## config.mk

```make
export PLATFORM = sky130hd
export DESIGN_NAME = codificador_sensores_flat
export DESIGN_NICKNAME = d
export VERILOG_FILES = /design/src/rtl/codificador_sensores_if.sv /design/src/rtl/codificador_sensores.sv /design/src/flat_wrapper.sv
export SDC_FILE = /design/constraint.sdc
export NUM_CORES = 1
export LEC_CHECK = 0
export ABC_AREA = 1
export CORE_AREA = 10 10 82 84
export DETAILED_ROUTE_END_ITERATION = 7
export DIE_AREA = 0 0 92 94
export GPL_ROUTABILITY_DRIVEN = 1
export PLACE_DENSITY = 0.78
export SETUP_SLACK_MARGIN = 0.1
export SYNTH_ARGS = -nofsm -noshare
export SYNTH_HDL_FRONTEND = slang
export SYNTH_SLANG_ARGS = --single-unit
export TNS_END_PERCENT = 30
```

## constraint.sdc

```tcl
create_clock -name CLK -period 1.02 [get_ports CLK]
set_input_delay 0.102 -clock CLK [delete_from_list [all_inputs] [get_ports CLK]]
set_output_delay 0.102 -clock CLK [all_outputs]
set_load 0.01 [all_outputs]
```

## src/rtl/codificador_sensores_if.sv

```systemverilog
// Report bus of the sensor encoder: snapshot outputs plus the consumer acknowledge.
interface codificador_sensores_if;
   logic       Valido;
   logic [3:0] Vector;
   logic [1:0] Codigo;
   logic       Activo;
   logic       ACK;

   modport master (output Valido, output Vector, output Codigo, output Activo, input ACK);
   modport slave  (input Valido, input Vector, input Codigo, input Activo, output ACK);
endinterface

```

## src/rtl/codificador_sensores.sv

```systemverilog
// Sensor encoder: synchronizes and debounces four alarm lines, then publishes
// one report at a time (vector, priority code, any-active) over a valid/ack bus.
module codificador_sensores #(
   parameter int unsigned DEB_CYCLES = 4
) (
   input  logic                    CLK,
   input  logic                    RST_N,
   input  logic                    Temperatura,
   input  logic                    Humo,
   input  logic                    SobreCarga,
   input  logic                    Manual,
   codificador_sensores_if.master  rep
);

   localparam logic [7:0] DEB_LAST = 8'(DEB_CYCLES - 1);

   typedef enum logic {IDLE, PEND} state_t;

   logic [3:0]      raw;
   logic [3:0]      sync1_q, sync2_q;
   logic [3:0]      deb_q, deb_d;
   logic [3:0][7:0] cnt_q, cnt_d;
   state_t          state_q, state_d;
   logic [3:0]      ultimo_q, ultimo_d;
   logic [3:0]      vector_q, vector_d;
   logic [1:0]      codigo_q, codigo_d;
   logic            activo_q, activo_d;

   assign raw = {Humo, Temperatura, SobreCarga, Manual};

   function automatic logic [1:0] prio(input logic [3:0] v);
      if (v[3])      prio = 2'd3;
      else if (v[2]) prio = 2'd2;
      else if (v[1]) prio = 2'd1;
      else           prio = 2'd0;
   endfunction

   // Two-flop synchronizer on every raw line.
   always_ff @(posedge CLK or negedge RST_N) begin
      if (!RST_N) begin
         sync1_q <= '0;
         sync2_q <= '0;
      end else begin
         sync1_q <= raw;
         sync2_q <= sync1_q;
      end
   end

   // Per-bit debounce: count consecutive disagreeing cycles, adopt the new level on the last one.
   always_comb begin
      deb_d = deb_q;
      cnt_d = cnt_q;
      for (int unsigned i = 0; i < 4; i++) begin
         if (sync2_q[i] == deb_q[i]) begin
            cnt_d[i] = '0;
         end else if (cnt_q[i] == DEB_LAST) begin
            deb_d[i] = sync2_q[i];
            cnt_d[i] = '0;
         end else begin
            cnt_d[i] = cnt_q[i] + 8'd1;
         end
      end
   end

   // Debounce state registers.
   always_ff @(posedge CLK or negedge RST_N) begin
      if (!RST_N) begin
         deb_q <= '0;
         cnt_q <= '0;
      end else begin
         deb_q <= deb_d;
         cnt_q <= cnt_d;
      end
   end

   // Report FSM: snapshot on a difference from the last report, hold until acknowledged.
   always_comb begin
      state_d  = state_q;
      ultimo_d = ultimo_q;
      vector_d = vector_q;
      codigo_d = codigo_q;
      activo_d = activo_q;
      case (state_q)
         IDLE: begin
            if (deb_q != ultimo_q) begin
               state_d  = PEND;
               ultimo_d = deb_q;
               vector_d = deb_q;
               codigo_d = prio(deb_q);
               activo_d = |deb_q;
            end
         end
         PEND: begin
            if (rep.ACK) state_d = IDLE;
         end
         default: state_d = IDLE;
      endcase
   end

   // Report FSM and snapshot registers.
   always_ff @(posedge CLK or negedge RST_N) begin
      if (!RST_N) begin
         state_q  <= IDLE;
         ultimo_q <= '0;
         vector_q <= '0;
         codigo_q <= '0;
         activo_q <= 1'b0;
      end else begin
         state_q  <= state_d;
         ultimo_q <= ultimo_d;
         vector_q <= vector_d;
         codigo_q <= codigo_d;
         activo_q <= activo_d;
      end
   end

   assign rep.Valido = (state_q == PEND);
   assign rep.Vector = vector_q;
   assign rep.Codigo = codigo_q;
   assign rep.Activo = activo_q;

endmodule

```

## src/flat_wrapper.sv

```systemverilog
// flat-port wrapper written by rule: the top's interface ports become plain ports
module codificador_sensores_flat 
#(
   parameter int unsigned DEB_CYCLES = 4
)
  (CLK, RST_N, Temperatura, Humo, SobreCarga, Manual, rep_Valido, rep_Vector, rep_Codigo, rep_Activo, rep_ACK);
  codificador_sensores_if rep_i ();
  input  logic CLK;
  input  logic RST_N;
  input  logic Temperatura;
  input  logic Humo;
  input  logic SobreCarga;
  input  logic Manual;
  output wire logic [$bits(rep_i.Valido)-1:0] rep_Valido;
  output wire logic [$bits(rep_i.Vector)-1:0] rep_Vector;
  output wire logic [$bits(rep_i.Codigo)-1:0] rep_Codigo;
  output wire logic [$bits(rep_i.Activo)-1:0] rep_Activo;
  input wire logic [$bits(rep_i.ACK)-1:0] rep_ACK;
  assign rep_Valido = rep_i.Valido;
  assign rep_Vector = rep_i.Vector;
  assign rep_Codigo = rep_i.Codigo;
  assign rep_Activo = rep_i.Activo;
  assign rep_i.ACK = rep_ACK;
  codificador_sensores #(.DEB_CYCLES(DEB_CYCLES)) u_core (.CLK(CLK), .RST_N(RST_N), .Temperatura(Temperatura), .Humo(Humo), .SobreCarga(SobreCarga), .Manual(Manual), .rep(rep_i));
endmodule
```

==> qor_table.md, run 1 <==
| Parameter | Value |
|:---|:---|
| Cell with the most instances after synthesis | sky130_fd_sc_hd__nand2_1 |
| Crit path DAT | 1450 ps |
| Async S/R FF share, synth | 100% |
| Number of distinct library cells after synthesis | 20 |
| Biggest area contributors in the synthesized netlist | sky130_fd_sc_hd__dfrtp_1 55%, sky130_fd_sc_hd__nand2_1 8.9%, sky130_fd_sc_hd__nor2_1 6.2%, sky130_fd_sc_hd__inv_1 6.0%, sky130_fd_sc_hd__xor2_1 4.4% |
| Slew Viols, Final | 0 |
| Overflow left after global routing | 0 |
| I/O Buffers | 14 |
| Root buffer cell | sky130_fd_sc_hd__clkbuf_8 |
| Leakage | 1.50 nW |
| DIE WIDTH | 92 um |
| Met3 wire length | 166 um |
| Peak per-stage delay on the critical path | 430 ps |
| Share of the synthesized area in the top cell type | 54.9% |
| Run status | finished, violations left |
| CTS clock-pin slew for the worst setup and hold paths | 100 ps |
| RSZ-0062 raised after global routing | true |
| Peak ir drop on the vdd network | 956 uV |
| Max Clock Freq | 798 MHz |
| Worst-path cell chain | ha_2, nor3b_2, nand3_2, nand2_2, nor2_1 |
| Worst Tran Pin Value | 274 ps |
| Count of flip-flops with a built-in enable after synthesis | 0 |
| IO Pins | 15 |
| Count of routing violations after the opening detailed-route iteration | 89 |
| Number of antenna-violating nets in the routed design | 0 |
| Prevailing post-synth register cell | sky130_fd_sc_hd__dfrtp_1 |
| Hold slack final | 228 ps |
| Final Hold Violating Endpoints | 0 |
| Worst Setup End Kind | register |
| Post-DP HPWL | 3.14 mm |
| Startpoint types | register |
| Max Cap Viol | 0 |
| Post-synthesis cell area | 2370 sq um |
| Post-layout min period | 1250 ps |
| Final weighted congestion in routability-driven placement | 0.818 |
| Cell Count, Final, Fillers Out | 383 |
| Synth-to-Final Area Change | 26.4% |
| Total Nets Final | 327 |
| Biggest area consumer among synthesized cells | sky130_fd_sc_hd__dfrtp_1 |
| Vias | 1829 |
| Pin count of the biggest net entering global routing | 53 |
| Share of post-route cells with drive strength above 1 | 29.7% |
| Overall power of the completed layout | 0.00659 W |
| Crit path required time | 1220 ps |
| Critical path class | reg2reg |
| Total Routing Usage GR | 11.0% |
| Instance count of the mapped netlist | 266 |
| Clk buf depth | 2 |
| Row Count | 26 |
| Maximum level of the CTS H-tree | 2 |
| Timing startpoint of the critical path | u_core.cnt_q[0] |
| Detailed route wirelength on metal2 | 2.35 mm |
| Failing checks | setup timing |
| CTS Sinks | 52 |
| DP Cell Count | 364 |
| Detail-routed via count per cell | 4.78 |
| Worst reg2reg startpoint | u_core.cnt_q[0] |
| Final worst slack | -233 ps |
| Via count of the first global-routing pass | 1886 |
| Detailed Routing Iterations Pass 1 | 4 |
| Antenna cells | 0 |
| Power density relative to cell area | 2200 nW/um^2 |
| Leading cell types by count after synthesis | 56 x sky130_fd_sc_hd__nand2_1, 52 x sky130_fd_sc_hd__dfrtp_1, 39 x sky130_fd_sc_hd__nor2_1, 38 x sky130_fd_sc_hd__inv_1, 18 x sky130_fd_sc_hd__nand3_1 |
| Initial antenna violation count | 0 |
| Number of remaining DRC errors | 0 |
| Total Die Area | 8650 sq um |
| Final period util | 123% |
| Post-synth net total | 281 |
| Max Used Layer | met4 |
| Worst slack after detailed placement | -158 ps |
| TritonCTS clock tree | done |
| Worst-Skew Late Latency | 310 ps |
| Type of the worst min-delay path | in2reg |
| Total number of yosys warnings | 0 |
| Wire length of the first global-routing pass | 7.94 mm |
| Die height | 94 um |
| Number of buffers created by CTS | 5 |
| Yosys reg bits | 52 |
| Met1 routed wirelength after detailed routing | 1.93 mm |
| Syn avg cell area | 8.91 sq um |
| Starting utilization of the core area | 46.7% |
| Maximum fanout along the worst path | 4 |
| Critical Path Slowest Stage Cell | sky130_fd_sc_hd__dfrtp_1 |
| Max Clock Skew | 11.6 ps |
| Sequential element share of the synthesized area | 54.9% |
| Worst slew margin relative to its limit | 81.8% |
| Number of failing setup endpoints in the final timing report | 33 |
| Aggregate routed wire length | 4.56 mm |
| Core Box Area | 5070 sq um |
| Source of the worst hold timing path | Humo |
| Filler cells | 417 |
| Mean routed wirelength per cell | 11.9 um |
| Fraction of the core area covered by cells at the end of the flow | 59.1% |
[registers in the layout, summed over array words and instances (netlist names)]
register,flops
u_core.cnt_q,32
u_core.deb_q,4
u_core.rep.Activo,1
u_core.rep.Codigo,2
u_core.rep.Valido,1
u_core.sync1_q,4
u_core.sync2_q,4
u_core.ultimo_q,4
[stage by stage]
stage / instance area, sq um / TNS [ps]
3_5_place_dp: 2730 / -2080
3_3_place_gp: 2730 / -902
6_report: 3000 / -2930
2_1_floorplan: 2380 / -198
4_1_cts: 2840 / -2100
5_1_grt: 3000 / -6570
[cells by family (layout without fill, tap and decap cells)]
family	count (synthesis)	count (layout)	synth area share, %
fa+ha+maj	8	8	4.22
compound gates	9	9	1.90
flops	52	52	54.9
mux	4	4	1.69
buf+inv	42	89	6.65
xor+xnor	16	16	5.91
simple gates	135	135	24.7
[area by class of cell]
class	count	area, sq um	share of cell area (%)
multi-input cells	172	1040	34.7
flip-flops and latches	52	1310	43.5
inverters	41	154	5.13
repair buffers	40	322	10.7
clock inverters	2	16.3	0.543
clock buffers	6	72.6	2.42
well taps	70	87.6	2.92
[metal layers]
metal | vias up | global-route usage [%]
li1 | 915 | -
met1 | 869 | 12.0
met2 | 32 | 19.6
met3 | 13 | 2.64
met4 | 0 | 5.01
met5 | - | 0
[power by group]
| part | switching (W) | internal [W] |
|---|---|---|
| sequential | 0.000429 | 0.00249 |
| clock | 0.000684 | 0.000490 |
| combinational | 0.00133 | 0.00118 |
[critical path: cells and delay by family, from the launching register on]
kind	cells	cell delay, ps
flops	1	430
fa+ha+maj	1	210
simple gates	4	490
[repair_timing]
item | 4_1_cts | 5_1_grt
hold endpoints to repair | 52 | 0
setup buffers | 3 | 7
pin swaps | 14 | 11
endpoints found under the setup margin | 48 | 49
resized for setup | 41 | 35
hold buffers | 1 | 0
[worst paths after layout]
path                                      to  cells past startpoint  slack [ps]
max in group asynchronous    u_core.deb_q[3]                      3         470
max reg2reg                  u_core.cnt_q[2]                      5        -230
max                          u_core.cnt_q[2]                      5        -230
min                        u_core.sync1_q[3]                      1         230
min in group asynchronous  u_core.sync2_q[0]                      3         300
min reg2reg                u_core.sync2_q[2]                      0         350
[cell usage in the layout (no fill, tap or decap), types with 2 or more instances in the layout]
cell                              instances
sky130_fd_sc_hd__nor2_1                  37
sky130_fd_sc_hd__nor2_2                   5
sky130_fd_sc_hd__nand3_2                  6
sky130_fd_sc_hd__xnor2_1                  4
sky130_fd_sc_hd__dfrtp_1                 49
sky130_fd_sc_hd__o21ai_0                  3
sky130_fd_sc_hd__nor2_4                   2
sky130_fd_sc_hd__nand2_1                 47
sky130_fd_sc_hd__clkbuf_8                 5
sky130_fd_sc_hd__ha_2                     7
sky130_fd_sc_hd__buf_6                    3
sky130_fd_sc_hd__dfrtp_2                  3
sky130_fd_sc_hd__clkdlybuf4s50_1          5
sky130_fd_sc_hd__buf_2                    7
sky130_fd_sc_hd__inv_1                   32
sky130_fd_sc_hd__nand4_1                  7
sky130_fd_sc_hd__inv_2                    9
sky130_fd_sc_hd__nor3_1                   2
sky130_fd_sc_hd__nor3_2                   5
sky130_fd_sc_hd__xor2_2                   2
sky130_fd_sc_hd__a21oi_1                  4
sky130_fd_sc_hd__buf_4                   23
sky130_fd_sc_hd__nand2_2                 10
sky130_fd_sc_hd__nand3_1                 12
sky130_fd_sc_hd__xor2_1                  10
sky130_fd_sc_hd__mux2i_1                  4
Power figures use the tool's default switching activity.
==> run 2: changes to the inputs <==
--- a/config.mk
+++ b/config.mk
@@ -6,12 +6,13 @@
 export NUM_CORES = 1
 export LEC_CHECK = 0
 export ABC_AREA = 1
-export CORE_AREA = 10 10 82 84
+export CORE_AREA = 5 5 77 79
 export DETAILED_ROUTE_END_ITERATION = 7
-export DIE_AREA = 0 0 92 94
+export DIE_AREA = 0 0 82 84
 export GPL_ROUTABILITY_DRIVEN = 1
+export GPL_TIMING_DRIVEN = 0
 export PLACE_DENSITY = 0.78
-export SETUP_SLACK_MARGIN = 0.1
+export SETUP_SLACK_MARGIN = 0.15
 export SYNTH_ARGS = -nofsm -noshare
 export SYNTH_HDL_FRONTEND = slang
 export SYNTH_SLANG_ARGS = --single-unit
==> run 2 against run 1 <==
The run still ends with setup timing left. Non-clock buffer count down 7. Count of clock-buffer cells in the layout did not move. Cell area is 0.71% higher. Core utilization fell by 1.8 points. Clock power rose by 21%. Critical endpoint is now u_core.cnt_q[0]. Largest cell class unchanged. Highest routed layer unchanged.
==> qor_table.md, run 2 (synthesized netlist as in run 1, its figures left out) <==
| Parameter | Value | vs previous |
|:---|:---|:---|
| Run status | finished, violations left | unchanged |
| Failing checks | setup timing | unchanged |
| I/O Buffers | 14 | unchanged |
| Total Die Area | 6890 sq um | was 8650 sq um |
| Post-DP HPWL | 2.92 mm | was 3.14 mm |
| CTS Sinks | 52 | unchanged |
| Maximum level of the CTS H-tree | 2 | unchanged |
| Number of failing setup endpoints in the final timing report | 36 | was 33 |
| Worst slack after detailed placement | -169 ps | was -158 ps |
| Wire length of the first global-routing pass | 7.51 mm | was 7.94 mm |
| Total Routing Usage GR | 13.8% | was 11.0% |
| DIE WIDTH | 82 um | was 92 um |
| Finished Cell Area | 3020 sq um | was 3000 sq um |
| Clk buf depth | 2 | unchanged |
| CTS clock-pin slew for the worst setup and hold paths | 100 ps | about the same |
| Final period util | 115% | was 123% |
| Detail-routed via count per cell | 4.76 | was 4.78 |
| Worst-Skew Late Latency | 310 ps | about the same |
| Maximum fanout along the worst path | 4 | unchanged |
| Row Count | 27 | was 26 |
| Critical path class | reg2reg | unchanged |
| Worst slew margin relative to its limit | 84.8% | was 81.8% |
| Total Neg Setup Slack | -2870 ps | was -2930 ps |
| Final worst slack | -151 ps | was -233 ps |
| Max Cap Viol | 0 | unchanged |
| RSZ-0062 raised after global routing | true | unchanged |
| Commonest non-fill, non-tap cell in the layout | sky130_fd_sc_hd__dfrtp_1 | unchanged |
| DP Cell Count | 353 | was 364 |
| Initial antenna violation count | 0 | unchanged |
| Final Hold Violating Endpoints | 0 | unchanged |
| Flip-flop count of the largest register, all copies and words added | 32 | unchanged |
| Crit path DAT | 1370 ps | was 1450 ps |
| TritonCTS clock tree | done | unchanged |
| Antenna cells | 0 | unchanged |
| Crit path required time | 1220 ps | about the same |
| Top register by number of flip-flops | u_core.cnt_q | unchanged |
| Number of antenna-violating nets in the routed design | 0 | unchanged |
| Via count of the first global-routing pass | 1799 | was 1886 |
| Count of routing violations after the opening detailed-route iteration | 56 | was 89 |
| Vias | 1798 | was 1829 |
| Die height | 84 um | was 94 um |
| IO Pins | 15 | unchanged |
| Mean routed wirelength per cell | 11.8 um | was 11.9 um |
| Worst Tran Pin Value | 228 ps | was 274 ps |
| Share of post-route cells with drive strength above 1 | 30.7% | was 29.7% |
| Final weighted congestion in routability-driven placement | 0.852 | was 0.818 |
| Synth-to-Final Area Change | 27.3% | was 26.4% |
| Worst Setup End Kind | register | unchanged |
| Hold slack final | 208 ps | was 228 ps |
| Leakage | 1.48 nW | was 1.50 nW |
| Detailed Routing Iterations Pass 1 | 4 | unchanged |
| Max Clock Skew | 12.3 ps | was 11.6 ps |
| Slew Viols, Final | 0 | unchanged |
| Peak ir drop on the vdd network | 938 uV | was 956 uV |
| Post-layout min period | 1170 ps | was 1250 ps |
| Cell Count, Final, Fillers Out | 378 | was 383 |
| Total Nets Final | 320 | was 327 |
| Max Clock Freq | 854 MHz | was 798 MHz |
| Worst r2r path cells | 5 | unchanged |
| Aggregate routed wire length | 4.45 mm | was 4.56 mm |
| Pin count of the biggest net entering global routing | 38 | was 53 |
| Highest-count cells in the layout ignoring fill and taps | 48 x sky130_fd_sc_hd__dfrtp_1, 45 x sky130_fd_sc_hd__nand2_1, 36 x sky130_fd_sc_hd__nor2_1 | was 49 x sky130_fd_sc_hd__dfrtp_1, 47 x sky130_fd_sc_hd__nand2_1, 37 x sky130_fd_sc_hd__nor2_1 |
| Root buffer cell | sky130_fd_sc_hd__clkbuf_8 | unchanged |
| Starting utilization of the core area | 45.0% | was 46.7% |
| Type of the worst min-delay path | in2async | was in2reg |
| Power density relative to cell area | 2270 nW/um^2 | was 2200 nW/um^2 |
| Core Box Area | 5270 sq um | was 5070 sq um |
| Dpl cell area | 2630 sq um | was 2730 sq um |
| Number of buffers created by CTS | 5 | unchanged |
| Overflow left after global routing | 0 | unchanged |
| Number of remaining DRC errors | 0 | unchanged |
| Startpoint types | register | unchanged |
run 2: repair_timing:
item / in CTS / in global routing
endpoints found under the setup margin: 48 / 52
buffers inserted: 6 / 10
hold endpoints to repair: 15 / 0
resized for setup: 58 / 32
pin swaps: 13 / 7
hold buffers: 1 / 0
run 2: stage by stage:
step	util (%)	power [W]
finish	57.3	0.00686
detailed placement	49.9	0.00485
global route	57.3	0.00736
CTS	53.8	0.00646
floorplan	-	0.00414
global placement	49.6	0.00474
run 2: metal layers:
| metal | part of all wire, % | GRT usage (%) | routed length, um |
|---|---|---|---|
| met1 | 43 | 16.0 | 1890 |
| met2 | 53 | 23.1 | 2350 |
| met3 | 2.6 | 3.35 | 117 |
| met4 | 2.0 | 6.80 | 87 |
| met5 | 0 | 0 | 0 |
run 2: worst paths after layout:
check,start,end,slack (ps)
min in group CLK,Humo,u_core.sync1_q[3],230
min reg2reg,u_core.sync1_q[2],u_core.sync2_q[2],350
min,RST_N,u_core.sync1_q[3],210
max,u_core.cnt_q[0],u_core.cnt_q[0],-150
max reg2reg,u_core.cnt_q[0],u_core.cnt_q[0],-150
max in group asynchronous,RST_N,u_core.deb_q[2],340
run 2: critical path, stage by stage, from the launching register on:
cell and delay (ps):
sky130_fd_sc_hd__dfrtp_1 410, sky130_fd_sc_hd__ha_2 200, sky130_fd_sc_hd__nor3b_4 180, sky130_fd_sc_hd__nand3_2 120, sky130_fd_sc_hd__nand2_2 110, sky130_fd_sc_hd__nor2_2 40
run 2: area by class of cell:
| class | count | area [sq um] |
|---|---|---|
| plain buffers | 1 | 7.51 |
| clock buffers | 6 | 72.6 |
| clock inverters | 2 | 38.8 |
| fillers | 439 | 2250 |
| inverters | 41 | 156 |
| multi-input cells | 172 | 1100 |
| flip-flops and latches | 52 | 1310 |
| well taps | 72 | 90.1 |
| repair buffers | 32 | 251 |
run 2: power by group:
group / internal (W) / switching (W) / leakage (nW) / total, W
logic: 0.00115 / 0.00135 / 0.748 / 0.00250
clock network: 0.000742 / 0.000678 / 0.0558 / 0.00142
registers: 0.00249 / 0.000446 / 0.675 / 0.00293
total: 0.00438 / 0.00248 / 1.48 / 0.00686
